[config.mk]
export PLATFORM = sky130hd
export DESIGN_NAME = fifo_wr_arbiter
export DESIGN_NICKNAME = d
export VERILOG_FILES = /design/src/rtl/fifo_arb_pkg.sv /design/src/rtl/fifo_wr_arbiter_rr_pick.sv /design/src/rtl/fifo_wr_arbiter.sv
export SDC_FILE = /design/constraint.sdc
export NUM_CORES = 1
export LEC_CHECK = 0
export ABC_AREA = 1
export CORE_MARGIN = 2
export CORE_UTILIZATION = 41
export CTS_BUF_LIST = sky130_fd_sc_hd__clkbuf_8
export CTS_CLUSTER_DIAMETER = 50
export CTS_CLUSTER_SIZE = 8
export DETAILED_ROUTE_END_ITERATION = 7
export GPL_TIMING_DRIVEN = 0
export HOLD_SLACK_MARGIN = 0.05
export PLACE_DENSITY = 0.95
export RECOVER_POWER = 100
export SLEW_MARGIN = 20
export SYNTH_ARGS = -nofsm -noshare
export SYNTH_HDL_FRONTEND = slang
export SYNTH_SLANG_ARGS = --single-unit
[constraint.sdc]
create_clock -name clk -period 2.3 [get_ports clk]
set_input_delay 0.46 -clock clk [delete_from_list [all_inputs] [get_ports clk]]
set_output_delay 0.46 -clock clk [all_outputs]
set_load 0.01 [all_outputs]
[src/rtl/fifo_arb_pkg.sv]
// Shared types and the round-robin search used by the FIFO write-port arbiter.
//   arb_state_t : arbiter FSM states
//   rr_next     : first set bit of valid searching upward from last+1, wrapping
//                 modulo num_req; returns last when nothing is set
package fifo_arb_pkg;

  typedef enum logic {
    IDLE  = 1'b0,
    GRANT = 1'b1
  } arb_state_t;

  localparam int unsigned RR_MAX_REQ = 32;
  localparam int unsigned RR_IDX_W   = 5;

  function automatic int unsigned rr_next(input logic [RR_MAX_REQ-1:0] valid,
                                          input int unsigned            last,
                                          input int unsigned            num_req);
    logic [RR_IDX_W-1:0] idx;
    logic                found;
    rr_next = last;
    found   = 1'b0;
    // Offset 1 first so the previous holder is examined last.
    for (int unsigned k = 1; k <= RR_MAX_REQ; k++) begin
      idx = RR_IDX_W'((last + k) % num_req);
      if (!found && (k <= num_req) && valid[idx]) begin
        rr_next = 32'(idx);
        found   = 1'b1;
      end
    end
  endfunction

endpackage

[src/rtl/fifo_wr_arbiter_rr_pick.sv]
// Combinational round-robin picker.
//   req       : per-producer request vector
//   last      : index of the most recently released producer
//   winner    : next producer to grant (meaningful only when any_valid)
//   any_valid : at least one request is set
module rr_pick
  import fifo_arb_pkg::*;
#(
  parameter  int unsigned NUM_REQ = 4,
  localparam int unsigned IDX_W   = $clog2(NUM_REQ)
) (
  input  logic [NUM_REQ-1:0] req,
  input  logic [IDX_W-1:0]   last,
  output logic [IDX_W-1:0]   winner,
  output logic               any_valid
);

  always_comb begin
    winner    = IDX_W'(rr_next(RR_MAX_REQ'(req), 32'(last), NUM_REQ));
    any_valid = |req;
  end

endmodule

[src/rtl/fifo_wr_arbiter.sv]
// Shares one FIFO write port between NUM_REQ producers with round-robin
// arbitration and burst hold of up to MAX_BURST accepted beats per grant.
//   clk, rstn    : clock, asynchronous active-low reset
//   req_valid    : per-producer data valid
//   req_data     : producer i data in bits [i*WIDTH +: WIDTH]
//   req_ready    : per-producer accept
//   fifo_full    : FIFO full flag (back-pressure)
//   fifo_w_en    : FIFO write enable
//   fifo_w_data  : FIFO write data
//   grant_valid  : a producer currently holds the port
//   grant_id     : index of the holding producer
module fifo_wr_arbiter
  import fifo_arb_pkg::*;
#(
  parameter  int unsigned NUM_REQ   = 4,
  parameter  int unsigned WIDTH     = 8,
  parameter  int unsigned MAX_BURST = 4,
  localparam int unsigned IDX_W     = $clog2(NUM_REQ),
  localparam int unsigned CNT_W     = $clog2(MAX_BURST + 1)
) (
  input  logic                     clk,
  input  logic                     rstn,
  input  logic [NUM_REQ-1:0]       req_valid,
  input  logic [NUM_REQ*WIDTH-1:0] req_data,
  output logic [NUM_REQ-1:0]       req_ready,
  input  logic                     fifo_full,
  output logic                     fifo_w_en,
  output logic [WIDTH-1:0]         fifo_w_data,
  output logic                     grant_valid,
  output logic [IDX_W-1:0]         grant_id
);

  arb_state_t       state, state_d;
  logic [IDX_W-1:0] grant_id_d;
  logic             grant_valid_d;
  logic [CNT_W-1:0] beat_cnt, beat_cnt_d;
  logic [IDX_W-1:0] last_grant, last_grant_d;
  logic [IDX_W-1:0] rr_winner;
  logic             rr_any;
  logic             xfer;

  rr_pick #(.NUM_REQ(NUM_REQ)) u_rr_pick (
    .req       (req_valid),
    .last      (last_grant),
    .winner    (rr_winner),
    .any_valid (rr_any)
  );

  // State register; last_grant resets to the top index so producer 0 wins first.
  always_ff @(posedge clk or negedge rstn) begin
    if (!rstn) begin
      state       <= IDLE;
      grant_id    <= '0;
      grant_valid <= 1'b0;
      beat_cnt    <= '0;
      last_grant  <= IDX_W'(NUM_REQ - 1);
    end else begin
      state       <= state_d;
      grant_id    <= grant_id_d;
      grant_valid <= grant_valid_d;
      beat_cnt    <= beat_cnt_d;
      last_grant  <= last_grant_d;
    end
  end

  // Next state and port muxing; outputs follow the registered holder.
  always_comb begin
    state_d       = state;
    grant_id_d    = grant_id;
    grant_valid_d = grant_valid;
    beat_cnt_d    = beat_cnt;
    last_grant_d  = last_grant;
    req_ready     = '0;
    fifo_w_en     = 1'b0;
    fifo_w_data   = '0;
    xfer          = 1'b0;

    case (state)
      IDLE: begin
        if (rr_any) begin
          grant_id_d    = rr_winner;
          grant_valid_d = 1'b1;
          beat_cnt_d    = '0;
          state_d       = GRANT;
        end
      end

      GRANT: begin
        xfer                = req_valid[grant_id] && !fifo_full;
        req_ready[grant_id] = !fifo_full;
        fifo_w_en           = xfer;
        fifo_w_data         = req_data[32'(grant_id)*WIDTH +: WIDTH];

        // Idle producer or final beat of the burst hands the port back.
        if (!req_valid[grant_id] ||
            (xfer && (beat_cnt == CNT_W'(MAX_BURST - 1)))) begin
          state_d       = IDLE;
          grant_valid_d = 1'b0;
          last_grant_d  = grant_id;
        end else if (xfer) begin
          beat_cnt_d = beat_cnt + CNT_W'(1);
        end
      end

      default: state_d = IDLE;
    endcase
  end

endmodule

==> impl_metrics.prom <==
# TYPE chip_impl_metric gauge
chip_impl_info{name="startpoint_type",value="input port"} 1
chip_impl_info{name="most_frequent_cells_in_the_layout",value="sky130_fd_sc_hd__nand2_1, sky130_fd_sc_hd__clkdlybuf4s50_1, sky130_fd_sc_hd__nand3_1"} 1
chip_impl_metric{name="power.sequential.fraction",unit=""} 0.164
chip_impl_metric{name="gr-usage-all-layers",unit=""} 0.247
chip_impl_metric{name="routedWlPerCell",unit="µm"} 13.9
chip_impl_metric{name="number_of_antenna_repair_diodes",unit=""} 0
chip_impl_metric{name="report.final.hold_viol_count",unit=""} 0
chip_impl_metric{name="cts_buffers",unit=""} 3
chip_impl_metric{name="switching_share",unit=""} 0.479
chip_impl_metric{name="first_global_vias",unit=""} 1186
chip_impl_metric{name="cts_num_sinks",unit=""} 9
chip_impl_metric{name="finalCriticalPeriod",unit="ns"} 2.25
chip_impl_info{name="endpoint_kind",value="primary output"} 1
chip_impl_metric{name="clk_transition_reported_paths",unit="ns"} 0.05
chip_impl_metric{name="crit_fanout",unit=""} 4
chip_impl_metric{name="p_comb_frac",unit=""} 0.736
chip_impl_metric{name="yosys_warnings",unit=""} 0
chip_impl_metric{name="p_clk_frac",unit=""} 0.100
chip_impl_metric{name="boundaryPins",unit=""} 55
chip_impl_metric{name="die_width",unit="µm"} 50.3
chip_impl_metric{name="timing.critical_path.slowest_cell_delay",unit="ns"} 0.46
chip_impl_metric{name="max_slew_margin",unit=""} 0.573
chip_impl_metric{name="timing.fmax",unit="MHz"} 445
chip_impl_metric{name="routabilityCongestion",unit=""} 0.780
chip_impl_metric{name="dr_wl_met2",unit="µm"} 1690
chip_impl_metric{name="drt_drc_violations_left",unit=""} 0
chip_impl_metric{name="vias_per_cell",unit=""} 5.37
chip_impl_metric{name="fin_total_pwr",unit="mW"} 1.86
chip_impl_metric{name="drt.antenna.violating_nets",unit=""} 0
chip_impl_metric{name="finalSetupTns",unit="ns"} 0
chip_impl_metric{name="finClkSkew",unit="ns"} 0.00238
chip_impl_metric{name="hpwlAfterDp",unit="µm"} 2230
chip_impl_info{name="timing.hold.worst.class",value="reg2reg"} 1
chip_impl_metric{name="final_max_slew_viol_count",unit=""} 0
chip_impl_metric{name="die_area",unit="µm²"} 2530
chip_impl_info{name="leading_cell_type_in_the_layout_fill_and_taps_excluded",value="sky130_fd_sc_hd__nand2_1"} 1
chip_impl_metric{name="power.density_cell_area",unit="nW/µm²"} 1180
chip_impl_metric{name="start_util",unit=""} 0.443
chip_impl_metric{name="yosysSeqAreaShare",unit=""} 0.259
chip_impl_metric{name="multi_input_comb_area",unit="µm²"} 586
chip_impl_metric{name="critical_path_buffers_and_inverters",unit=""} 3
chip_impl_info{name="worst_path_dominant_cell_family",value="buffers and inverters"} 1
chip_impl_metric{name="postSynthCellCount",unit=""} 139
chip_impl_metric{name="placeableCoreArea",unit="µm²"} 1980
chip_impl_info{name="worstSetupPathType",value="in2out"} 1
chip_impl_metric{name="irDropWorstVdd",unit="mV"} 0.847
chip_impl_metric{name="postSynthAreaPerCell",unit="µm²"} 6.32
chip_impl_metric{name="rows",unit=""} 16
chip_impl_metric{name="largest_net_degree_at_the_start_of_global_routing",unit=""} 11
chip_impl_metric{name="leakagePower",unit="nW"} 0.773
chip_impl_metric{name="layout_worst_path_cycle_share",unit=""} 0.978
chip_impl_metric{name="number_of_search_and_repair_iterations_in_the_first_detailed_routing_pass",unit=""} 4
chip_impl_info{name="result_of_the_run",value="complete, no violations"} 1
chip_impl_metric{name="dr_wl_met3",unit="µm"} 218
chip_impl_info{name="routed.top_layer",value="met4"} 1
chip_impl_metric{name="globalRoute.totalOverflow",unit=""} 0
chip_impl_metric{name="internal_power",unit="µW"} 971
chip_impl_metric{name="synth_seq_cells",unit=""} 9
chip_impl_metric{name="total_switching_power",unit="µW"} 892
chip_impl_metric{name="area.sequential",unit="µm²"} 229
chip_impl_metric{name="io_buffers",unit=""} 54
chip_impl_metric{name="grt_antenna_before_repair",unit=""} 0
chip_impl_metric{name="n_fill_cell",unit=""} 117
chip_impl_info{name="cpMaxStageDelayCell",value="sky130_fd_sc_hd__clkdlybuf4s50_1"} 1
chip_impl_metric{name="cp_data_required_time",unit="ns"} 1.84
chip_impl_metric{name="worst-slew-pin-transition",unit="ns"} 0.634
chip_impl_metric{name="max-cap-violations",unit=""} 0
chip_impl_metric{name="clock_path_buffers",unit=""} 2
chip_impl_info{name="clk_root_buffer_cell",value="sky130_fd_sc_hd__clkbuf_8"} 1
chip_impl_metric{name="num-nets-final",unit=""} 248
chip_impl_info{name="cts_tree",value="done"} 1
chip_impl_metric{name="synthesis_to_layout_area_growth",unit="%"} 79.1
chip_impl_metric{name="worst-endpoint-arrival",unit="ns"} 1.79
chip_impl_metric{name="post_route_cells_drive_above_1_share",unit=""} 0.146
chip_impl_metric{name="initialDrtViolationCount",unit=""} 31
chip_impl_metric{name="routed_wl",unit="µm"} 3240
chip_impl_metric{name="number_of_setup_violations_in_the_final_report",unit=""} 0
chip_impl_metric{name="mappedNetlistArea",unit="µm²"} 878
chip_impl_metric{name="global_route_wire_length_before_repair",unit="µm"} 4860
chip_impl_metric{name="post_synth_num_cell_types",unit=""} 23
chip_impl_metric{name="total_number_of_vias",unit=""} 1252
chip_impl_metric{name="clock_latency",unit="ns"} 0.24
chip_impl_metric{name="clock_tree.htree_level_count",unit=""} 1
chip_impl_metric{name="synthesized_nets",unit=""} 180
chip_impl_metric{name="m1WireLength",unit="µm"} 1250
chip_impl_metric{name="floorplan.die.height",unit="µm"} 50.3
chip_impl_info{name="crit_chain",value="clkdlybuf4s50_1 -> inv_1 -> nor2_1 -> a21oi_1 -> a31oi_2 -> dlygate4sd2_1"} 1
## metrics by stage
| stage | util | area, µm² | setup slack, ns | std cells | hold slack [ns] |
|---|---|---|---|---|---|
| 3_5_place_dp | 0.733 | 1450 | -0.199 | 220 | 0.498 |
| 5_1_grt | 0.794 | 1570 | -0.0514 | 233 | 0.562 |
| 6_report | 0.794 | 1570 | 0.0507 | 233 | 0.534 |
| 2_1_floorplan | - | 878 | 0.662 | 139 | 0.164 |
| 4_1_cts | 0.763 | 1510 | 0.000323 | 225 | 0.503 |
| 3_3_place_gp | 0.733 | 1450 | -0.188 | 220 | 0.473 |
## metal layers
layer / global-route usage / vias up
met2: 0.443 / 64
met5: 0 / -
met1: 0.270 / 575
li1: - / 603
met4: 0.0880 / 0
met3: 0.0774 / 10
## timing repair
item | CTS | global route
gates resized for setup | 14 | 5
hold buffers | 0 | 0
buffers inserted | 1 | 8
pin swaps | 0 | 2
endpoints found under the setup margin | 13 | 4
hold endpoints to repair | 0 | 0
## cells in the mapped netlist
cell                      instances  area, µm²
sky130_fd_sc_hd__nand3_2          2       20.0
sky130_fd_sc_hd__a31oi_1          9       56.3
sky130_fd_sc_hd__o21ai_0          3       15.0
sky130_fd_sc_hd__o21ai_1          2       10.0
sky130_fd_sc_hd__nor3_1           2       10.0
sky130_fd_sc_hd__nor2_4           1       11.3
sky130_fd_sc_hd__a21oi_1          4       20.0
sky130_fd_sc_hd__dfstp_2          2       52.6
sky130_fd_sc_hd__nand2_1         57        214
sky130_fd_sc_hd__nand3_1         10       50.1
sky130_fd_sc_hd__inv_2            3       11.3
sky130_fd_sc_hd__dfrtp_1          7        175
sky130_fd_sc_hd__nand2_2          2       12.5
sky130_fd_sc_hd__nor2_2           1       6.26
sky130_fd_sc_hd__inv_1            8       30.0
sky130_fd_sc_hd__a22oi_1          8       60.1
sky130_fd_sc_hd__a21oi_2          1       8.76
sky130_fd_sc_hd__nor2_1          10       37.5
sky130_fd_sc_hd__ha_1             2       25.0
sky130_fd_sc_hd__o21ai_4          1       16.3
sky130_fd_sc_hd__xor2_1           1       8.76
sky130_fd_sc_hd__buf_6            2       22.5
sky130_fd_sc_hd__buf_2            1       5.00
## flip-flops by register name (all words and copies together) (netlist names)
signal and flops:
beat_cnt 3, grant_id 2, last_grant 2, grant_valid 1
state 1
## final timing paths
check / startpoint / endpoint / slack (ns) / cells after the start
max in group asynchronous: rstn / last_grant[1] / 1.39 / 1
min: grant_valid / grant_valid / 0.53 / 2
min in group asynchronous: rstn / grant_valid / 0.59 / 1
max reg2reg: grant_id[0] / last_grant[1] / 0.36 / 8
min reg2reg: grant_valid / grant_valid / 0.53 / 2
max: req_valid[1] / fifo_w_en / 0.05 / 6
## logic make-up (layout without fill, tap and decap cells)
group,Yosys count,count (layout),synth area share
compound gates,28,28,0.212
xor+xnor,1,1,0.00997
fa+ha+maj,2,2,0.0285
buf+inv,14,81,0.0783
flops,9,9,0.259
simple gates,85,85,0.412
## cell type report
class                           instances  share of cell area
Buffer                                  3              0.0175
Sequential cell                         9               0.146
Tap cell                               27              0.0215
Clock buffer                            3              0.0263
Timing Repair Buffer                   63               0.384
Inverter                               11              0.0302
Multi-Input combinational cell        116               0.372
Clock inverter                          1             0.00239
## worst min-delay path: stages (launching register included)
cell and delay, ns:
sky130_fd_sc_hd__dfrtp_1 0.35, sky130_fd_sc_hd__nor2_1 0.05, sky130_fd_sc_hd__nor2_1 0.09
## power groups by stage
stage | combinational [mW] | sequential, mW | clock, mW
6_report | 1.37 | 0.305 | 0.186
4_1_cts | 1.27 | 0.301 | 0.183
3_5_place_dp | 1.28 | 0.298 | 0
5_1_grt | 1.50 | 0.316 | 0.193
2_1_floorplan | 0.776 | 0.298 | 0
3_3_place_gp | 1.23 | 0.293 | 0
Note: power is estimated with default switching activity, not from simulation.
